[config.mk]
export PLATFORM = sky130hd
export DESIGN_NAME = bldc_commutation_controller
export DESIGN_NICKNAME = d
export VERILOG_FILES = /design/src/rtl/bldc_commutation_controller_pkg.sv /design/src/rtl/bldc_commutation_controller.sv
export SDC_FILE = /design/constraint.sdc
export NUM_CORES = 1
export LEC_CHECK = 0
export ABC_AREA = 1
export BUFFER_PORTS_ARGS = -buffer_cell sky130_fd_sc_hd__buf_2
export CORE_MARGIN = 8
export CORE_UTILIZATION = 55
export CTS_CLUSTER_DIAMETER = 200
export DETAILED_ROUTE_END_ITERATION = 8
export GPL_ROUTABILITY_DRIVEN = 0
export PLACE_DENSITY_LB_ADDON = 0.08
export SETUP_SLACK_MARGIN = 0.15
export SYNTH_ARGS = -nofsm -noshare
export SYNTH_HDL_FRONTEND = slang
export SYNTH_SLANG_ARGS = --single-unit
[constraint.sdc]
create_clock -name clk -period 6.9 [get_ports clk]
set_input_delay 1.38 -clock clk [delete_from_list [all_inputs] [get_ports clk]]
set_output_delay 1.38 -clock clk [all_outputs]
set_load 0.01 [all_outputs]
[src/rtl/bldc_commutation_controller_pkg.sv]
// Shared types and step table for the six-step BLDC commutation controller.
package bldc_commutation_controller_pkg;

    typedef enum logic [1:0] {
        DIR_NONE = 2'd0,
        DIR_CW   = 2'd1,
        DIR_CCW  = 2'd2
    } rotation_direction_t;

    typedef enum logic [1:0] {
        CS_IDLE     = 2'd0,
        CS_DEADTIME = 2'd1,
        CS_DRIVE    = 2'd2,
        CS_FAULT    = 2'd3
    } commutation_state_t;

    typedef enum logic [1:0] {
        FAULT_NONE         = 2'd0,
        FAULT_INVALID_HALL = 2'd1,
        FAULT_STALL        = 2'd2
    } fault_code_t;

    localparam logic [2:0] SECTOR_INVALID = 3'b111;

    // Returns {hi[2:0], lo[2:0]} with bit order {C,B,A}.
    function automatic logic [5:0] step_pattern(input logic [2:0] step);
        logic [5:0] pat;
        pat = 6'b000_000;
        unique case (step)
            3'd0: pat = 6'b001_010;
            3'd1: pat = 6'b001_100;
            3'd2: pat = 6'b010_100;
            3'd3: pat = 6'b010_001;
            3'd4: pat = 6'b100_001;
            3'd5: pat = 6'b100_010;
            default: pat = 6'b000_000;
        endcase
        return pat;
    endfunction

    function automatic logic [2:0] target_step(
        input logic [2:0]          sec,
        input rotation_direction_t dir
    );
        logic [2:0] step;
        step = 3'd0;
        if (dir == DIR_CCW)
            step = (sec >= 3'd2) ? sec - 3'd2 : sec + 3'd4;
        else
            step = (sec == 3'd5) ? 3'd0 : sec + 3'd1;
        return step;
    endfunction

endpackage

[src/rtl/bldc_commutation_controller.sv]
// Six-step commutation sequencer with dead-time insertion,
// stall / invalid-hall fault detection and a commutation counter.
module bldc_commutation_controller
    import bldc_commutation_controller_pkg::*;
#(
    parameter int clk_freq_hz     = 27_000_000,
    parameter int dead_time_ticks = 27,
    parameter int stall_ticks     = clk_freq_hz / 2,
    parameter int counter_width   = 32
) (
    input  logic                     clk,
    input  logic                     reset,
    input  logic                     enable,
    input  rotation_direction_t      dir_cmd,
    input  logic [2:0]               sector,
    input  logic                     pwm_in,
    output logic [2:0]               phase_hi,
    output logic [2:0]               phase_lo,
    output commutation_state_t       state,
    output fault_code_t              fault_code,
    output logic [counter_width-1:0] commutation_count
);

    localparam int W = counter_width;

    logic [W-1:0] dead_cnt;
    logic [W-1:0] stall_cnt;
    logic [2:0]   active_step;
    logic [2:0]   sector_q;

    logic       sector_ok;
    logic       sector_moved;
    logic       running;
    logic       run_req;
    logic       stall_hit;
    logic       dead_done;
    logic [2:0] target;
    logic [5:0] next_pat;
    logic [5:0] cur_pat;

    always_comb begin
        sector_ok    = (sector <= 3'd5);
        sector_moved = (sector != sector_q);
        running      = (state == CS_DEADTIME) || (state == CS_DRIVE);
        run_req      = enable && (dir_cmd != DIR_NONE);
        target       = target_step(sector, dir_cmd);
        next_pat     = step_pattern(target);
        cur_pat      = step_pattern(active_step);
        stall_hit    = running && !sector_moved &&
                       (stall_cnt == W'(stall_ticks - 1));
        dead_done    = (dead_cnt == W'(dead_time_ticks - 1));
    end

    always_ff @(posedge clk or posedge reset) begin
        if (reset) begin
            state             <= CS_IDLE;
            fault_code        <= FAULT_NONE;
            phase_hi          <= 3'b000;
            phase_lo          <= 3'b000;
            commutation_count <= '0;
            active_step       <= 3'd0;
            dead_cnt          <= '0;
            stall_cnt         <= '0;
            sector_q          <= SECTOR_INVALID;
        end else begin
            sector_q  <= sector;
            stall_cnt <= (running && !sector_moved) ? stall_cnt + 1'b1 : '0;
            phase_hi  <= 3'b000;
            phase_lo  <= 3'b000;

            case (state)
                CS_IDLE: begin
                    if (enable && !sector_ok) begin
                        state      <= CS_FAULT;
                        fault_code <= FAULT_INVALID_HALL;
                    end else if (run_req && sector_ok) begin
                        state    <= CS_DEADTIME;
                        dead_cnt <= '0;
                    end
                end

                CS_DEADTIME, CS_DRIVE: begin
                    if (!sector_ok) begin
                        state      <= CS_FAULT;
                        fault_code <= FAULT_INVALID_HALL;
                    end else if (stall_hit) begin
                        state      <= CS_FAULT;
                        fault_code <= FAULT_STALL;
                    end else if (!run_req) begin
                        state <= CS_IDLE;
                    end else if (state == CS_DEADTIME) begin
                        // Target is re-evaluated only at expiry.
                        if (dead_done) begin
                            state             <= CS_DRIVE;
                            active_step       <= target;
                            commutation_count <= commutation_count + 1'b1;
                            phase_hi          <= next_pat[5:3] & {3{pwm_in}};
                            phase_lo          <= next_pat[2:0];
                        end else begin
                            dead_cnt <= dead_cnt + 1'b1;
                        end
                    end else if (target != active_step) begin
                        state    <= CS_DEADTIME;
                        dead_cnt <= '0;
                    end else begin
                        phase_hi <= cur_pat[5:3] & {3{pwm_in}};
                        phase_lo <= cur_pat[2:0];
                    end
                end

                CS_FAULT: begin
                    if (!enable) begin
                        state      <= CS_IDLE;
                        fault_code <= FAULT_NONE;
                    end
                end

                default: state <= CS_IDLE;
            endcase
        end
    end

    no_shoot_through: assert property (
        @(posedge clk) disable iff (reset) (phase_hi & phase_lo) == 3'b000
    );

endmodule

**Word level (Yosys, flattened, before mapping)**

Cells that the tools add are included.

- Register bits: 112
- Latch bits: 0
- RAM bits: 0
- ROM bits: 0
- Input port bits: 9
- Output and inout port bits: 42
- Word-level logic and storage cells: 113
- Memories kept: 0

- $add $sub $neg: 6
- Multiply operators: 0
- Div/mod/pow operators: 0
- Magnitude comparators: 2
- Equality and inequality tests: 32
- Shift-type cells: 0
- Mux-type cells: 43
- Bitwise operators: 3
- Reduce and logical (&&, ||, !) cells: 18

Operators with widths:

| cell | count |
|---|---|
| $mux W32 | 9 |
| $add A32 B1 Y32 const B | 3 |
| $pmux W6 S6 | 2 |
| $pmux W32 S2 | 1 |
| $mux W3 | 17 |
| $eq A32 B24 Y1 const B | 1 |
| $eq A32 B5 Y1 const B | 1 |
| $mux W2 | 12 |
| $eq A3 B3 Y1 const B | 5 |
| $ne A2 B2 Y1 const B | 7 |
| $eq A3 B2 Y1 const B | 4 |
| $ne A3 B3 Y1 const B | 4 |
| $ne A6 B6 Y1 const B | 2 |
| $pmux W2 S3 | 2 |
| $reduce_and A8 Y1 | 1 |
| $and A3 B3 Y3 | 2 |
| $eq A2 B2 Y1 const B | 3 |
| $eq A3 B1 Y1 const B | 2 |
| $logic_not A3 Y1 | 2 |
| $ne A3 B3 Y1 | 2 |
| $reduce_and A6 Y1 | 1 |
| $logic_and A1 B1 Y1 | 5 |
| $reduce_and A4 Y1 | 1 |
| $reduce_bool A2 Y1 | 2 |
| other kinds (12) | 13 |

**Longest topological paths before layout**

- Depth after elaboration: 12
- Depth in mapped cells: 14
- Depth with buffers taken out: 13

**Worst setup path before layout**

OpenSTA, ideal clock, no wires.

- Kind: input-to-reg
- Start: input port sector[1]
- End: register dead_cnt[10]
- Setup time: 0.117 ns
- Arrival time: 2.704 ns
- Data required time: 6.783 ns
- Path slack: 4.079 ns
- Cell stages on the path: 10
- Path buffers: 1
- Cell sequence: inv_1 > ha_1 > or2_1 > nand2_1 > nand2_1 > nand2_1 > nand4_2 > clkbuf_1 > nand3_1 > nand2_1

- Longest elaborated chain between the ends: 6
- Elaborated cells on any way between the ends: 23
- Classes of those cells: 3 x add/sub; 2 x order compare; 8 x eq/ne; 3 x mux; 7 x reduce/logical

Ends and longest elaborated chain:

| item | line | text |
|---|---|---|
| from (decl) | bldc_commutation_controller.sv:15 | `input logic [2:0] sector,` |
| $add A3 B1 Y3 (tied with other cells) | bldc_commutation_controller_pkg.sv:50 | `step = (sec == 3'd5) ? 3'd0 : sec + 3'd1;` |
| $mux W3 (tied with other cells) | bldc_commutation_controller_pkg.sv:50 |  |
| $mux W3 / $logic_and A1 B1 Y1 (equally long branches) | bldc_commutation_controller_pkg.sv:47, bldc_commutation_controller.sv:49 |  |
| $ne A3 B3 Y1 / $logic_and A1 B1 Y1 (equally long branches) | bldc_commutation_controller.sv:102, bldc_commutation_controller.sv:49 |  |
| $ne A3 B3 Y1 (no line) / $ne A2 B2 Y1 (equally long branches) | - |  |
| $reduce_and A8 Y1 (no line) (*) | - |  |
| to (signal assigned) | bldc_commutation_controller.sv:100 | `dead_cnt <= dead_cnt + 1'b1;` |
| to (decl) | bldc_commutation_controller.sv:26 | `logic [W-1:0] dead_cnt;` |

Mark *: on every way between the ends. The rest lies on a longest branch, timed or not.
A chain may end at the register's enable or synchronous reset.

**Final worst setup path**

- Start: input port sector[1]
- End: register dead_cnt[8]

The elaborated chain is that of the path after synthesis.

==> results by group <==
Run status
  • Status: complete, no violations

Cells and area
  • Final instance area: 8150 sq um
  • Fillers: ~1.3k
  • # diodes: 0
  • Nets: 1183
  • Fin util: 61.5%
  • Area delta synth->final: 9.43%
  • FF/Latch Area: between 2000 and 3000 sq um
  • Fin cells: 1344
  • Layout cells sized above 1: under 10%
  • Area of the multi-input gates: 4120 sq um

Yosys
  • Post-synth EDFFs: 0
  • Synth Area in Adders: 1.85%
  • Post-synthesis mux area share: 0%
  • Synth Area in Simple Gates: 42.7%
  • Syn_nets: 1143
  • Sequential area share after synthesis: 37.7%
  • Post-Syn Area per Cell: 6.63 sq um
  • Synth cell types: 37
  • Ys Warns: 0
  • Largest family of logic cells by synthesized area: simple AND/OR/NAND/NOR gates
  • Cell area after synthesis: 7440 sq um
  • Xor/xnor share of the synthesized area: 6.71%
  • Async set or reset register ratio after synthesis: 100%
  • Synth Area in Compound Gates: 4.10%
  • Post-synth top area share: between 30 and 40%
  • Synth Register Bits: 112
  • Top-count cell post-synth: nand2_1
  • Mapped Cells: 1123
  • Top cells by count, synth: nand2_1 (357), nor2_1 (189), nand3_1 (118)
  • Synth top area cells: dfrtp_1 (37%), nand2_1 (18%), nor2_1 (9.5%)
  • Synth area leader: dfrtp_1
  • Main synth FF type: dfrtp_1

Floorplan
  • Die width: 132 um
  • Die area: roughly 18000 sq um
  • Starting Density: a little under three fifths
  • Core Footprint: 13200 sq um
  • # IOs: 51
  • Die Y-Extent: 132 um
  • # rows: 42

Timing
  • Fmax: between 200 and 300 MHz
  • Least-Margin Pin Slew: 864 ps
  • Final Hold Fails: 0
  • Max Clock Skew: around 7.5 ps
  • Tcrit/Tclk final: roughly 56%
  • Final setup fails: 0
  • RSZ-0062 raised after global routing: no
  • Max-slew violations: 0
  • Minimum clock period: 3870 ps
  • Slew headroom: 42.3%
  • TNS Setup: 0 ps

Worst hold path
  • Hold Path Stages: 1
  • Hold WC Path Type: flip-flop to flip-flop
  • Hold Crit Start: stall_cnt[0]

Clock network
  • H-tree levels: 3
  • TritonCTS clock tree: yes
  • CTS Buf Count: 9
  • Post-CTS Hold Buffers: 0
  • Clock Pin Slew Worst Setup and Hold Paths: 70 ps
  • CTS sink count: 112
  • Max Root-Sink Buffers: 2
  • Skew-Pair Late Insertion Delay: between 300 and 400 ps
  • Cts repair resizes: 0
  • Setup bufs post-CTS: 0
  • Root Buffer: clkbuf_16

Global route
  • Largest net degree at the start of global routing: 64
  • GRT Total Usage: 21.8%
  • Vias in the first global route: about 6.5k
  • First-pass GRT wire length: 32.0 mm
  • Total grt overflow: 0
  • Initial antenna violation count: 0

Route
  • DRT Wirelength: 18.6 mm
  • DRC errors left: 0
  • Via count: 7105
  • Vias/cell: 5.29
  • DRT antenna net count: 0
  • Routed len/inst: 13.9 um
  • Starting DRC count in detailed routing: 527
  • Drt pass-1 iters: 5

Setup path
  • CP Launch Point: sector[1]
  • Worst Setup Start Kind: primary input
  • Crit. End Element: flip-flop
  • WP data arrival: 4160 ps
  • R2R cell count: 12
  • CP Class: primary input to flip-flop
  • WP data required: 7190 ps
  • Crit path max fanout: 32
  • FF-to-FF Start: state[0]

Flow run
  • Max Cap Violations: 0

Placed design
  • Final HPWL DP: 13.9 mm
  • DP Area: 7820 sq um
  • Port Buffer Count: 50
  • Placed cells: between 1k and 1.5k

Power
  • Total chip power: 0.00159 W
  • PD cells: a little under 200 nW/um^2
  • VDD IR max: 0.132 mV
  • LEAKAGE: between 3 and 4 nW
## power by group
part	leakage [nW]	switching (W)	internal [W]	total, W
Sequential	1.52	0.0000171	0.000674	0.000691
Clock	0.159	0.000258	0.000331	0.000589
Combinational	2.13	0.000237	0.0000753	0.000312
Total	3.81	0.000512	0.00108	0.00159
## layer usage
metal  routed length (um)  GRT usage, %  vias up
met1                 8810          29.9     3229
met4                  385          8.26        0
met2                 8360          33.8      194
met5                    0             0        -
met3                 1070          3.32       30
li1                     -             -     3652
## cells by family (layout without fill, tap and decap cells)
family                   Yosys count  after routing
XOR/XNOR                          57             57
AND/OR/NAND/NOR                  758            758
buffers and inverters            128            173
adder cells (fa/ha/maj)           11             11
flip-flops                       112            112
AO/OA/AOI/OAI                     57             57
## cells in the final DEF, fill, tap and decap left out, types with 4 or more instances in the layout
master and count:
nand3_1 118, nor2_1 189, nor2_2 6, xor2_1 29, buf_2 50, a21oi_1 23
ha_1 11, nand2_2 4, nand2_1 357, nor3_1 49, inv_1 99, clkbuf_16 9
o21ai_0 25, xnor2_1 28, nand4_1 20, dfrtp_1 109, nor4_1 5
## worst max-delay path, cell delays in order
cell and delay [ps]:
buf_2 120, inv_1 90, ha_1 310, or2_1 220
nand2_1 130, nand2_1 70, nand2_1 110, nand4_2 680
nand2_2 820, nand2_1 120, nand2_1 90
## path summary, 6_finish.rpt
kind / end / slack [ps]
min in group asynchronous: active_step[0] / 1110
setup reg to reg: commutation_count[16] / 3480
setup / recovery: dead_cnt[8] / 3030
hold / removal: stall_cnt[0] / 470
hold reg to reg: stall_cnt[0] / 470
max in group asynchronous: stall_cnt[30] / 4540
## area by class of cell
cell class	count	share of cell area, %
multi-input cells	883	50.6
flip-flops and latches	112	34.5
inverters	104	4.82
repair buffers	53	3.35
clock buffers	10	2.93
well taps	176	2.70
clock inverters	6	1.11
## stage by stage
| stage | setup slack [ps] | hold WS (ps) |
|---|---|---|
| finish | 3030 | 467 |
| global route | 2720 | 504 |
| CTS | 3050 | 475 |
| detailed placement | 2690 | 467 |
| global placement | 2780 | 454 |
| floorplan | 2570 | 433 |
## sequential cells by signal (all words and copies together) (netlist names)
signal / flops
commutation_count: 32
fault_code: 2
dead_cnt: 32
state: 2
phase_lo: 3
phase_hi: 3
stall_cnt: 32
active_step: 3
sector_q: 3
(Power assumes the default switching activity.)
